[config.mk]
export PLATFORM = sky130hd
export DESIGN_NAME = reg_status_table_flat
export DESIGN_NICKNAME = d
export VERILOG_FILES = /design/src/rtl/reg_status_table_pkg.sv /design/src/rtl/reg_status_table_if.sv /design/src/rtl/reg_status_table_entry.sv /design/src/rtl/reg_status_table.sv /design/src/flat_wrapper.sv
export SDC_FILE = /design/constraint.sdc
export NUM_CORES = 1
export LEC_CHECK = 0
export CAP_MARGIN = 20
export CORE_ASPECT_RATIO = 2
export CORE_MARGIN = 4
export CORE_UTILIZATION = 45
export CTS_CLUSTER_SIZE = 28
export DETAILED_ROUTE_END_ITERATION = 10
export PLACE_DENSITY = 0.63
export SETUP_SLACK_MARGIN = 0.05
export SLEW_MARGIN = 40
export SYNTH_ARGS = -nofsm -noshare
export SYNTH_HDL_FRONTEND = slang
export SYNTH_HIERARCHICAL = 1
export SYNTH_SLANG_ARGS = --single-unit
[constraint.sdc]
create_clock -name CLK -period 12.95 [get_ports CLK]
set_input_delay 3.885 -clock CLK [delete_from_list [all_inputs] [get_ports CLK]]
set_output_delay 3.885 -clock CLK [all_outputs]
set_load 0.01 [all_outputs]
[src/rtl/reg_status_table_pkg.sv]
// Shared types and the per-entry transition rule for the register status table.
// The entry state moves EMPTY -> BUSY/SPEC on a claim and back on release or squash.
package reg_status_table_pkg;

    typedef enum logic [1:0] {
        RST_EMPTY = 2'd0,
        RST_BUSY  = 2'd1,
        RST_SPEC  = 2'd2
    } rst_state_e;

    // A claim only ever reaches an EMPTY entry, so claim and release never collide.
    function automatic rst_state_e rst_next_state(
        input rst_state_e cur,
        input logic       claim,
        input logic       claim_spec,
        input logic       rel_hit,
        input logic       commit,
        input logic       squash
    );
        rst_state_e nxt;
        nxt = cur;
        if (claim) begin
            if (!claim_spec) begin
                nxt = RST_BUSY;
            end else if (squash) begin
                nxt = RST_EMPTY;
            end else if (commit) begin
                nxt = RST_BUSY;
            end else begin
                nxt = RST_SPEC;
            end
        end else begin
            case (cur)
                RST_EMPTY: nxt = RST_EMPTY;
                RST_BUSY:  nxt = rel_hit ? RST_EMPTY : RST_BUSY;
                RST_SPEC: begin
                    if (rel_hit || squash) begin
                        nxt = RST_EMPTY;
                    end else if (commit) begin
                        nxt = RST_BUSY;
                    end else begin
                        nxt = RST_SPEC;
                    end
                end
                default:   nxt = RST_EMPTY;
            endcase
        end
        return nxt;
    endfunction

endpackage

[src/rtl/reg_status_table_if.sv]
// Dispatch, lookup, writeback and branch-resolve signals of the register status table.
interface reg_status_table_if #(
    parameter int NREGS = 32,
    parameter int TAG_W = 2,
    parameter int NRD   = 2,
    parameter int NWB   = 2
);
    localparam int IDX_W  = $clog2(NREGS);
    localparam int SCNT_W = $clog2(NREGS + 1);

    logic                   di_en;
    logic [IDX_W-1:0]       di_rd;
    logic [TAG_W-1:0]       di_tag;
    logic                   di_spec;
    logic                   di_ready;
    logic [NRD*IDX_W-1:0]   rd_idx;
    logic [NRD-1:0]         rd_busy;
    logic [NRD*TAG_W-1:0]   rd_tag;
    logic [NWB-1:0]         wb_en;
    logic [NWB*IDX_W-1:0]   wb_rd;
    logic [NWB*TAG_W-1:0]   wb_tag;
    logic                   br_resolve;
    logic                   br_mispredict;
    logic [NREGS-1:0]       busy_vec;
    logic [SCNT_W-1:0]      spec_cnt;

    modport master (
        output di_en, di_rd, di_tag, di_spec, rd_idx, wb_en, wb_rd, wb_tag,
               br_resolve, br_mispredict,
        input  di_ready, rd_busy, rd_tag, busy_vec, spec_cnt
    );

    modport slave (
        input  di_en, di_rd, di_tag, di_spec, rd_idx, wb_en, wb_rd, wb_tag,
               br_resolve, br_mispredict,
        output di_ready, rd_busy, rd_tag, busy_vec, spec_cnt
    );
endinterface

[src/rtl/reg_status_table_entry.sv]
// One register's status row: state machine plus owner tag.
module reg_status_table_entry
    import reg_status_table_pkg::*;
#(
    parameter int TAG_W = 2,
    parameter int NWB   = 2
) (
    input  logic             clk_i,
    input  logic             rst_n_i,
    input  logic             claim_i,
    input  logic             claim_spec_i,
    input  logic [TAG_W-1:0] claim_tag_i,
    input  logic [NWB-1:0]   rel_match_i,
    input  logic             commit_i,
    input  logic             squash_i,
    output rst_state_e       state_o,
    output rst_state_e       state_d_o,
    output logic [TAG_W-1:0] tag_o
);
    typedef struct packed {
        rst_state_e       state;
        logic [TAG_W-1:0] tag;
    } row_t;

    row_t row_q;
    row_t row_d;

    // Next row; an entry that ends up EMPTY always carries tag 0.
    always_comb begin
        row_d       = row_q;
        row_d.state = rst_next_state(row_q.state, claim_i, claim_spec_i,
                                     |rel_match_i, commit_i, squash_i);
        if (row_d.state == RST_EMPTY) begin
            row_d.tag = '0;
        end else if (claim_i) begin
            row_d.tag = claim_tag_i;
        end else begin
            row_d.tag = row_q.tag;
        end
    end

    // Row register with synchronous active-low reset.
    always_ff @(posedge clk_i) begin
        if (!rst_n_i) begin
            row_q.state <= RST_EMPTY;
            row_q.tag   <= '0;
        end else begin
            row_q <= row_d;
        end
    end

    assign state_o   = row_q.state;
    assign state_d_o = row_d.state;
    assign tag_o     = row_q.tag;
endmodule

[src/rtl/reg_status_table.sv]
// Register status table: per-register busy/owner/speculation tracking between
// dispatch (claims, lookups) and writeback (tag-checked releases).
module reg_status_table
    import reg_status_table_pkg::*;
#(
    parameter int NREGS    = 32,
    parameter int TAG_W    = 2,
    parameter int NRD      = 2,
    parameter int NWB      = 2,
    parameter int ZERO_REG = 1
) (
    input  logic              CLK,
    input  logic              nRST,
    reg_status_table_if.slave bus
);
    localparam int IDX_W  = $clog2(NREGS);
    localparam int SCNT_W = $clog2(NREGS + 1);

    rst_state_e                    state_s   [NREGS];
    rst_state_e                    state_d_s [NREGS];
    logic [TAG_W-1:0]              tag_s     [NREGS];
    logic [NREGS-1:0]              busy_s;
    logic [NREGS-1:0]              claim_s;
    logic [NREGS-1:0][NWB-1:0]     rel_s;
    logic                          di_ready_s;
    logic                          commit_s;
    logic                          squash_s;
    logic [NRD-1:0]                rd_busy_s;
    logic [NRD*TAG_W-1:0]          rd_tag_s;
    logic [SCNT_W-1:0]             spec_cnt_d;
    logic [SCNT_W-1:0]             spec_cnt_q;

    assign commit_s = bus.br_resolve & ~bus.br_mispredict;
    assign squash_s = bus.br_resolve &  bus.br_mispredict;

    // Destination decode for the WAW stall.
    always_comb begin
        di_ready_s = 1'b1;
        for (int i = 0; i < NREGS; i++) begin
            di_ready_s = di_ready_s & ~(busy_s[i] & (bus.di_rd == IDX_W'(i)));
        end
    end

    for (genvar i = 0; i < NREGS; i++) begin : g_entry
        if ((ZERO_REG != 0) && (i == 0)) begin : g_zero
            assign claim_s[i] = 1'b0;
        end else begin : g_claim
            assign claim_s[i] = bus.di_en & di_ready_s & (bus.di_rd == IDX_W'(i));
        end

        // A writeback only frees the entry when it comes from the current owner.
        for (genvar p = 0; p < NWB; p++) begin : g_rel
            assign rel_s[i][p] = bus.wb_en[p]
                               & (bus.wb_rd[p*IDX_W +: IDX_W] == IDX_W'(i))
                               & (bus.wb_tag[p*TAG_W +: TAG_W] == tag_s[i]);
        end

        reg_status_table_entry #(
            .TAG_W (TAG_W),
            .NWB   (NWB)
        ) u_entry (
            .clk_i        (CLK),
            .rst_n_i      (nRST),
            .claim_i      (claim_s[i]),
            .claim_spec_i (bus.di_spec),
            .claim_tag_i  (bus.di_tag),
            .rel_match_i  (rel_s[i]),
            .commit_i     (commit_s),
            .squash_i     (squash_s),
            .state_o      (state_s[i]),
            .state_d_o    (state_d_s[i]),
            .tag_o        (tag_s[i])
        );

        assign busy_s[i] = (state_s[i] != RST_EMPTY);
    end

    // Source lookups from registered state only.
    always_comb begin
        rd_busy_s = '0;
        rd_tag_s  = '0;
        for (int p = 0; p < NRD; p++) begin
            for (int i = 0; i < NREGS; i++) begin
                rd_busy_s[p] = rd_busy_s[p]
                             | (busy_s[i] & (bus.rd_idx[p*IDX_W +: IDX_W] == IDX_W'(i)));
                rd_tag_s[p*TAG_W +: TAG_W] = rd_tag_s[p*TAG_W +: TAG_W]
                    | ({TAG_W{busy_s[i] & (bus.rd_idx[p*IDX_W +: IDX_W] == IDX_W'(i))}}
                       & tag_s[i]);
            end
        end
    end

    // Popcount of SPEC entries after this edge's update.
    always_comb begin
        spec_cnt_d = '0;
        for (int i = 0; i < NREGS; i++) begin
            spec_cnt_d = spec_cnt_d + SCNT_W'(state_d_s[i] == RST_SPEC);
        end
    end

    // Speculative-entry counter register.
    always_ff @(posedge CLK) begin
        if (!nRST) begin
            spec_cnt_q <= '0;
        end else begin
            spec_cnt_q <= spec_cnt_d;
        end
    end

    assign bus.di_ready = di_ready_s;
    assign bus.rd_busy  = rd_busy_s;
    assign bus.rd_tag   = rd_tag_s;
    assign bus.busy_vec = busy_s;
    assign bus.spec_cnt = spec_cnt_q;
endmodule
[src/flat_wrapper.sv]
// flat-port wrapper written by rule: the top's interface ports become plain ports
module reg_status_table_flat import reg_status_table_pkg::*;
#(
    parameter int NREGS    = 32,
    parameter int TAG_W    = 2,
    parameter int NRD      = 2,
    parameter int NWB      = 2,
    parameter int ZERO_REG = 1
)
  (CLK, nRST, bus_di_en, bus_di_rd, bus_di_tag, bus_di_spec, bus_rd_idx, bus_wb_en, bus_wb_rd, bus_wb_tag, bus_br_resolve, bus_br_mispredict, bus_di_ready, bus_rd_busy, bus_rd_tag, bus_busy_vec, bus_spec_cnt);
  reg_status_table_if #(.NREGS(NREGS), .TAG_W(TAG_W), .NRD(NRD), .NWB(NWB)) bus_i ();
  input  logic CLK;
  input  logic nRST;
  input wire logic [$bits(bus_i.di_en)-1:0] bus_di_en;
  input wire logic [$bits(bus_i.di_rd)-1:0] bus_di_rd;
  input wire logic [$bits(bus_i.di_tag)-1:0] bus_di_tag;
  input wire logic [$bits(bus_i.di_spec)-1:0] bus_di_spec;
  input wire logic [$bits(bus_i.rd_idx)-1:0] bus_rd_idx;
  input wire logic [$bits(bus_i.wb_en)-1:0] bus_wb_en;
  input wire logic [$bits(bus_i.wb_rd)-1:0] bus_wb_rd;
  input wire logic [$bits(bus_i.wb_tag)-1:0] bus_wb_tag;
  input wire logic [$bits(bus_i.br_resolve)-1:0] bus_br_resolve;
  input wire logic [$bits(bus_i.br_mispredict)-1:0] bus_br_mispredict;
  output wire logic [$bits(bus_i.di_ready)-1:0] bus_di_ready;
  output wire logic [$bits(bus_i.rd_busy)-1:0] bus_rd_busy;
  output wire logic [$bits(bus_i.rd_tag)-1:0] bus_rd_tag;
  output wire logic [$bits(bus_i.busy_vec)-1:0] bus_busy_vec;
  output wire logic [$bits(bus_i.spec_cnt)-1:0] bus_spec_cnt;
  assign bus_i.di_en = bus_di_en;
  assign bus_i.di_rd = bus_di_rd;
  assign bus_i.di_tag = bus_di_tag;
  assign bus_i.di_spec = bus_di_spec;
  assign bus_i.rd_idx = bus_rd_idx;
  assign bus_i.wb_en = bus_wb_en;
  assign bus_i.wb_rd = bus_wb_rd;
  assign bus_i.wb_tag = bus_wb_tag;
  assign bus_i.br_resolve = bus_br_resolve;
  assign bus_i.br_mispredict = bus_br_mispredict;
  assign bus_di_ready = bus_i.di_ready;
  assign bus_rd_busy = bus_i.rd_busy;
  assign bus_rd_tag = bus_i.rd_tag;
  assign bus_busy_vec = bus_i.busy_vec;
  assign bus_spec_cnt = bus_i.spec_cnt;
  reg_status_table #(.NREGS(NREGS), .TAG_W(TAG_W), .NRD(NRD), .NWB(NWB), .ZERO_REG(ZERO_REG)) u_core (.CLK(CLK), .nRST(nRST), .bus(bus_i));
endmodule
=== Word-level counts from Yosys, hierarchy flattened ===
Cells that the tools add are included.

* Reduce and logical (&&, ||, !) cells: 165
* Eq/ne operators: 313
* Add/subtract/negate cells: 31
* Bitwise logic cells: 507
* Muxes and demuxes: 130

{| class="wikitable"
|+ Operators by type and width
! operator !! number
|-
| == test 5 bit, second input constant || 80
|-
| bitwise AND 1 bit || 289
|-
| == test 5 x 4 -> 1 bit, second input constant || 40
|-
| adder 6 x 1 -> 6 bit || 30
|-
| 2-to-1 mux 2 bit || 66
|-
| == test 2 bit, second input constant || 64
|-
| one-hot mux 2 bit (2 select lines) || 32
|-
| OR reduction 2 bit || 63
|-
| bitwise AND 2 bit || 62
|-
| == test 2 bit || 62
|-
| OR 2 bit || 60
|-
| == test 5 x 3 -> 1 bit, second input constant || 20
|-
| logical NOT 2 bit || 33
|-
| == test 2 x 1 -> 1 bit, second input constant || 32
|-
| nonzero test 2 bit || 32
|-
| OR 1 bit || 62
|-
| == test 5 x 2 -> 1 bit, second input constant || 10
|-
| NOT 1 bit || 34
|-
| logical OR 1 bit || 32
|-
| 2-to-1 mux 1 bit || 32
|-
| == test 5 x 1 -> 1 bit, second input constant || 5
|-
| logical NOT 5 bit || 5
|-
| adder 1 x 1 -> 2 bit || 1
|}

* Input port bits: 39
* Bits in registers: 132

=== Logic depth before layout (Yosys ltp) ===
* Depth after elaboration: 69
* Gate-level depth with buffers: 29
* Mapped depth without buffers: 26

=== Modules after synthesis ===
Netlist, hierarchy kept.

{| class="wikitable"
|+ Modules (own cells, without submodules)
! module !! sequential area each (sq um) !! instances !! cells each !! area an instance (sq um)
|-
| reg_status_table_entry || 80.1 || 32 || 29 || 291.5
|-
| reg_status_table || 120.1 || 1 || 845 || 5759.3
|}

=== Least setup slack after synthesis ===
No wires, ideal clock.

* Path kind: input port to flip-flop
* From: in bus_br_mispredict
* To: reg u_core.spec_cnt_q[4] (netlist: u_core/bus.spec_cnt[4])
* Cell stages on the path: 22
* Path slack: 0.624 ns
* Data required time: 12.835 ns
* Arrival: 12.211 ns
* Path buffers: 0
* Library setup time: 0.115 ns
* Cell sequence: nor2b_1 nand3b_1 a2111oi_4 a21o_1 nand2b_1 fa_1 fa_1 inv_1 fa_1 inv_1 fa_1 fa_1 fa_1 inv_1 ha_1 inv_1 fa_1 inv_1 a21o_1 a21oi_1 xnor2_1 and2_1

{| class="wikitable"
|+ RTL lines
! item !! line !! text
|-
| start, declared || flat_wrapper.sv:23 || <nowiki>input wire logic [$bits(bus_i.br_mispredict)-1:0] bus_br_mispredict;</nowiki>
|-
| end signal, assigned || reg_status_table.sv:106 || <nowiki>spec_cnt_q <= spec_cnt_d;</nowiki>
|-
| end, declared || reg_status_table.sv:31 || <nowiki>logic [SCNT_W-1:0] spec_cnt_q;</nowiki>
|}

=== Worst setup path after layout ===
* From: in bus_di_rd[1]
* To: out bus_di_ready

* Word-level cells in the longest chain between the ends: 34
* Elaborated cells between the ends (all ways): 127
* Classes of those cells: eq/ne: 31; bitwise: 95; reduce/logical: 1

{| class="wikitable"
|+ Ends and longest elaborated chain
! item !! line !! text
|-
| start, declared || flat_wrapper.sv:15 || <nowiki>input wire logic [$bits(bus_i.di_rd)-1:0] bus_di_rd;</nowiki>
|-
| == test 5 x 1 -> 1 bit / logical NOT 5 bit (equally long branches) || reg_status_table.sv:40 || <nowiki>di_ready_s = di_ready_s & ~(busy_s[i] & (bus.di_rd == IDX_W'(i)));</nowiki>
|-
| bitwise AND 1 bit || reg_status_table.sv:40 ||
|-
| NOT 1 bit || reg_status_table.sv:40 ||
|-
| bitwise AND 1 bit (30 in series) || reg_status_table.sv:40 ||
|-
| bitwise AND 1 bit * || reg_status_table.sv:40 ||
|-
| end, declared || flat_wrapper.sv:24 || <nowiki>output wire logic [$bits(bus_i.di_ready)-1:0] bus_di_ready;</nowiki>
|}

Every way passes the cells marked *; elsewhere a longest branch is shown, timed or not.

==> qor.log <==
[route] post-route DRC violation count 0
[worst_hold_path] Hold Path Depth 2
[clock_tree] clock net sink count 134
[clock_tree] CTS H-Tree Depth 4
[global_route] Global Route Usage Sum 37.1%
[power_and_ir_drop] share of power burned in the clock network 47.3%
[power_and_ir_drop] peak supply drop 0.0981 mV
[critical_path] Crit Path Max Fanout 14
[yosys] Synth Register Bits 134
[power_and_ir_drop] share of total power in sequential cells 36.6%
[clock_tree] Skew-Pair Late Insertion Delay 460 ps
[finish] number of nets in the layout 1940
[placement] routability-driven placement congestion ratio 1.12
[finish] most common cell after layout, fill and taps aside inv_1
[clock_tree] clk buf depth 2
[clock_tree] CTS tree built
[critical_path] Setup crit end kind output pin
[clock_tree] Post-CTS Setup Repair Bufs 0
[timing] top achievable clock speed 87.8 MHz
[timing] final number of setup-violating endpoints 0
[clock_tree] number of hold buffers added after CTS 0
[critical_path] required time worst endpoint 9060 ps
[clock_tree] buffer type at the clock tree root clkbuf_16
[critical_path] worst reg2reg path depth 26
[finish] share of layout cells above drive strength 1 20.3%
[critical_path] startpoint types input port
[timing] final hold vios 0
[yosys] post-synth top area share 17.8%
[floorplan] floorplan die area 36700 sq um
[timing] worst slew margin relative to its limit 32.4%
[route] first-pass iteration count of the detailed router 7
[placement] total placed cells including tap cells 2219
[global_route] global-route wire length before repair 98300 um
[yosys] syn_nets 1907
[floorplan] I/O pin total 84
[floorplan] die span in y 267 um
[yosys] number of flops mapped to enable cells by yosys 0
[global_route] Congestion Overflow GR 0
[yosys] number of instances in the synthesized netlist 1773
[floorplan] Std-Cell Core Area 33000 sq um
[yosys] unique cell type count in the Yosys netlist 75
[power_and_ir_drop] internal power contribution 0.777 mW
[global_route] number of antenna violations at the first check in global routing 7
[placement] quantity of I/O buffers inserted on ports 83
[finish] layout filler cell count 3208
[critical_path] CP most frequent cell clkdlybuf4s50_1
[finish] total area of multi-input combinational cells 11300 sq um
[outcome] result of the run completed
[timing] pins over their slew limit 0
[route] Routed wire per std cell 30.1 um
[timing] Period Utilization, post-route 88.0%
[finish] Area Overhead vs Synth 11.0%
[route] total routed wirelength 68000 um
[floorplan] starting utilization of the core area 45.7%
[yosys] Synth Flop Type dfxtp_1
[global_route] vias in the first global route 14895
[route] vias per cell 6.55
[critical_path] critical path cell sequence clkdlybuf4s50_1 > nand2b_1 > nor3b_1 > o21ai_0 > nand4_1 > nor4_1 > clkdlybuf4s50_1
[timing] actual transition at the worst max-transition pin 1010 ps
[clock_tree] CTS clk-pin slew, worst paths 70 ps
[power_and_ir_drop] combinational share of power 16.2%
[job] number of maximum-capacitance violations 0
[yosys] cell types with the largest area share after synthesis dfxtp_1, xor2_1, ha_1
[worst_hold_path] Tightest Hold Check Type reg -> reg
[finish] non-filler instance count after layout 2254
[critical_path] kind of critical path in -> out
[yosys] number of synthesis warnings 6
[power_and_ir_drop] Final Total Pwr 1.14 mW
[yosys] sequential area share after synthesis 17.8%
[timing] Layout Skew 14.6 ps
[power_and_ir_drop] Leak Pwr 6.00 nW
[finish] Reg area 2680 sq um
[route] total via count in the routed design 14769
[route] number of DRC markers in iteration 0 1534
[critical_path] Max stage delay cell, worst path nor4_1
[finish] top library cells by usage in the layout, fill and taps aside inv_1, nor2_1, dfxtp_1
[yosys] Post-Synthesis Cell Area 15100 sq um
[yosys] average cell area after synthesis 8.51 sq um
[floorplan] number of placement rows 94
[timing] post-route minimum period 11390 ps
[critical_path] CP peak stage delay 740 ps
[timing] setup_tns 0 ps
[yosys] post-synthesis cell type with the largest combined area dfxtp_1
[route] post-detailed-route count of antenna-violating nets 0
[critical_path] R2R Setup Slk 5550 ps
[clock_tree] total of cells resized after clock tree synthesis 0
[critical_path] worst endpoint data arrival time 7510 ps
[power_and_ir_drop] areal power density over the cells 67.8 nW/um^2
[yosys] async set-reset flop share out of synthesis 0%
[timing] setup repair after global routing missed its margin false
[power_and_ir_drop] Switching Fraction 31.6%
[floorplan] width of the die 137 um
[placement] HPWL after detailed placement 51600 um
[global_route] largest net degree at the start of global routing 97
[clock_tree] number of clock buffers inserted by TritonCTS 17
[power_and_ir_drop] net load switching power 0.358 mW
==> cells by family (layout without fill, tap and decap cells) <==
logic type / Yosys count / after routing / synth area share, %
other cells: 1 / 4 / 0.0249
simple gates: 789 / 789 / 33.2
xor+xnor: 130 / 130 / 7.55
mux: 6 / 6 / 0.655
flops: 134 / 134 / 17.8
fa+ha+maj: 95 / 95 / 9.07
compound gates: 372 / 372 / 23.9
buf+inv: 246 / 292 / 7.79
==> per-stage QoR <==
| stage | cell area, sq um | util, % | setup slack (ps) | hold WS (ps) |
|---|---|---|---|---|
| 2_1_floorplan | 15100 | - | 624 | 553 |
| 3_3_place_gp | 16100 | 48.7 | 1360 | 586 |
| 3_5_place_dp | 16100 | 48.7 | 1340 | 589 |
| 4_1_cts | 16700 | 50.6 | 1670 | 603 |
| 5_1_grt | 16700 | 50.7 | 1450 | 643 |
| 6_report | 16700 | 50.7 | 1560 | 610 |
==> power by group through the flow <==
stage	combinational (mW)	clock, mW	sequential (mW)
CTS	0.178	0.543	0.415
detailed placement	0.177	0	0.425
global placement	0.176	0	0.425
global route	0.192	0.556	0.415
floorplan	0.101	0	0.424
finish	0.184	0.537	0.416
==> registers in the layout (all words and copies together), names as in the netlist <==
name	count
u_core/g_entry.u_entry/state_o	64
u_core/g_entry.u_entry/tag_o	64
u_core/bus.spec_cnt	6
==> layer usage <==
layer / GRT usage (%) / vias to the layer above / share of wire, %
met5: 0 / - / 0.050
met4: 36.5 / 6 / 12
met3: 7.60 / 363 / 7.1
met2: 60.4 / 804 / 47
met1: 38.3 / 7116 / 34
li1: - / 6480 / -
==> worst paths after layout <==
path | from | endpoint
max | bus_di_rd[1] | bus_di_ready
min | u_core/g_entry[5].u_entry/tag_o[1] | u_core/g_entry[5].u_entry/tag_o[1]
max reg2reg | u_core/g_entry[12].u_entry/state_o[1] | u_core/bus.spec_cnt[4]
min reg2reg | u_core/g_entry[5].u_entry/tag_o[1] | u_core/g_entry[5].u_entry/tag_o[1]
==> Yosys cell counts (all sizes together) (4+ instances only) <==
master and count:
inv 139, nor2 135, dfxtp 134, xor2 128
o21ai 80, and2 71, ha 71, nor4 70
o211ai 69, nand2b 64, or2b 64, nand2 61
nand3 60, buf 55, clkbuf 52, nand4 45
a2111oi 37, nor2b 37, and3 36, nand3b 36
a21o 34, a221oi 34, nor3 33, or4b 32
fa 24, or2 24, a21oi 20, a32oi 16
o21a 11, nor3b 10, a22oi 9, a31oi 8
a211oi 7, o22ai 7, o2111ai 6, a22o 5
and3b 5, a21boi 4
==> critical path, delay by kind of cell <==
family | cells | cell delay, ps
simple gates | 4 | 2010
compound gates | 1 | 260
buf+inv | 2 | 1350
==> area by class of cell <==
cell class	instances	share of cell area, %
Inverter	139	3.11
Antenna cell	3	0.0448
Timing Repair Buffer	121	6.51
Multi-Input combinational cell	1393	67.4
Sequential cell	134	16.0
Clock inverter	13	1.02
Tap cell	432	3.23
Clock buffer	19	2.64
No activity file was read; power rests on OpenSTA's default activity.
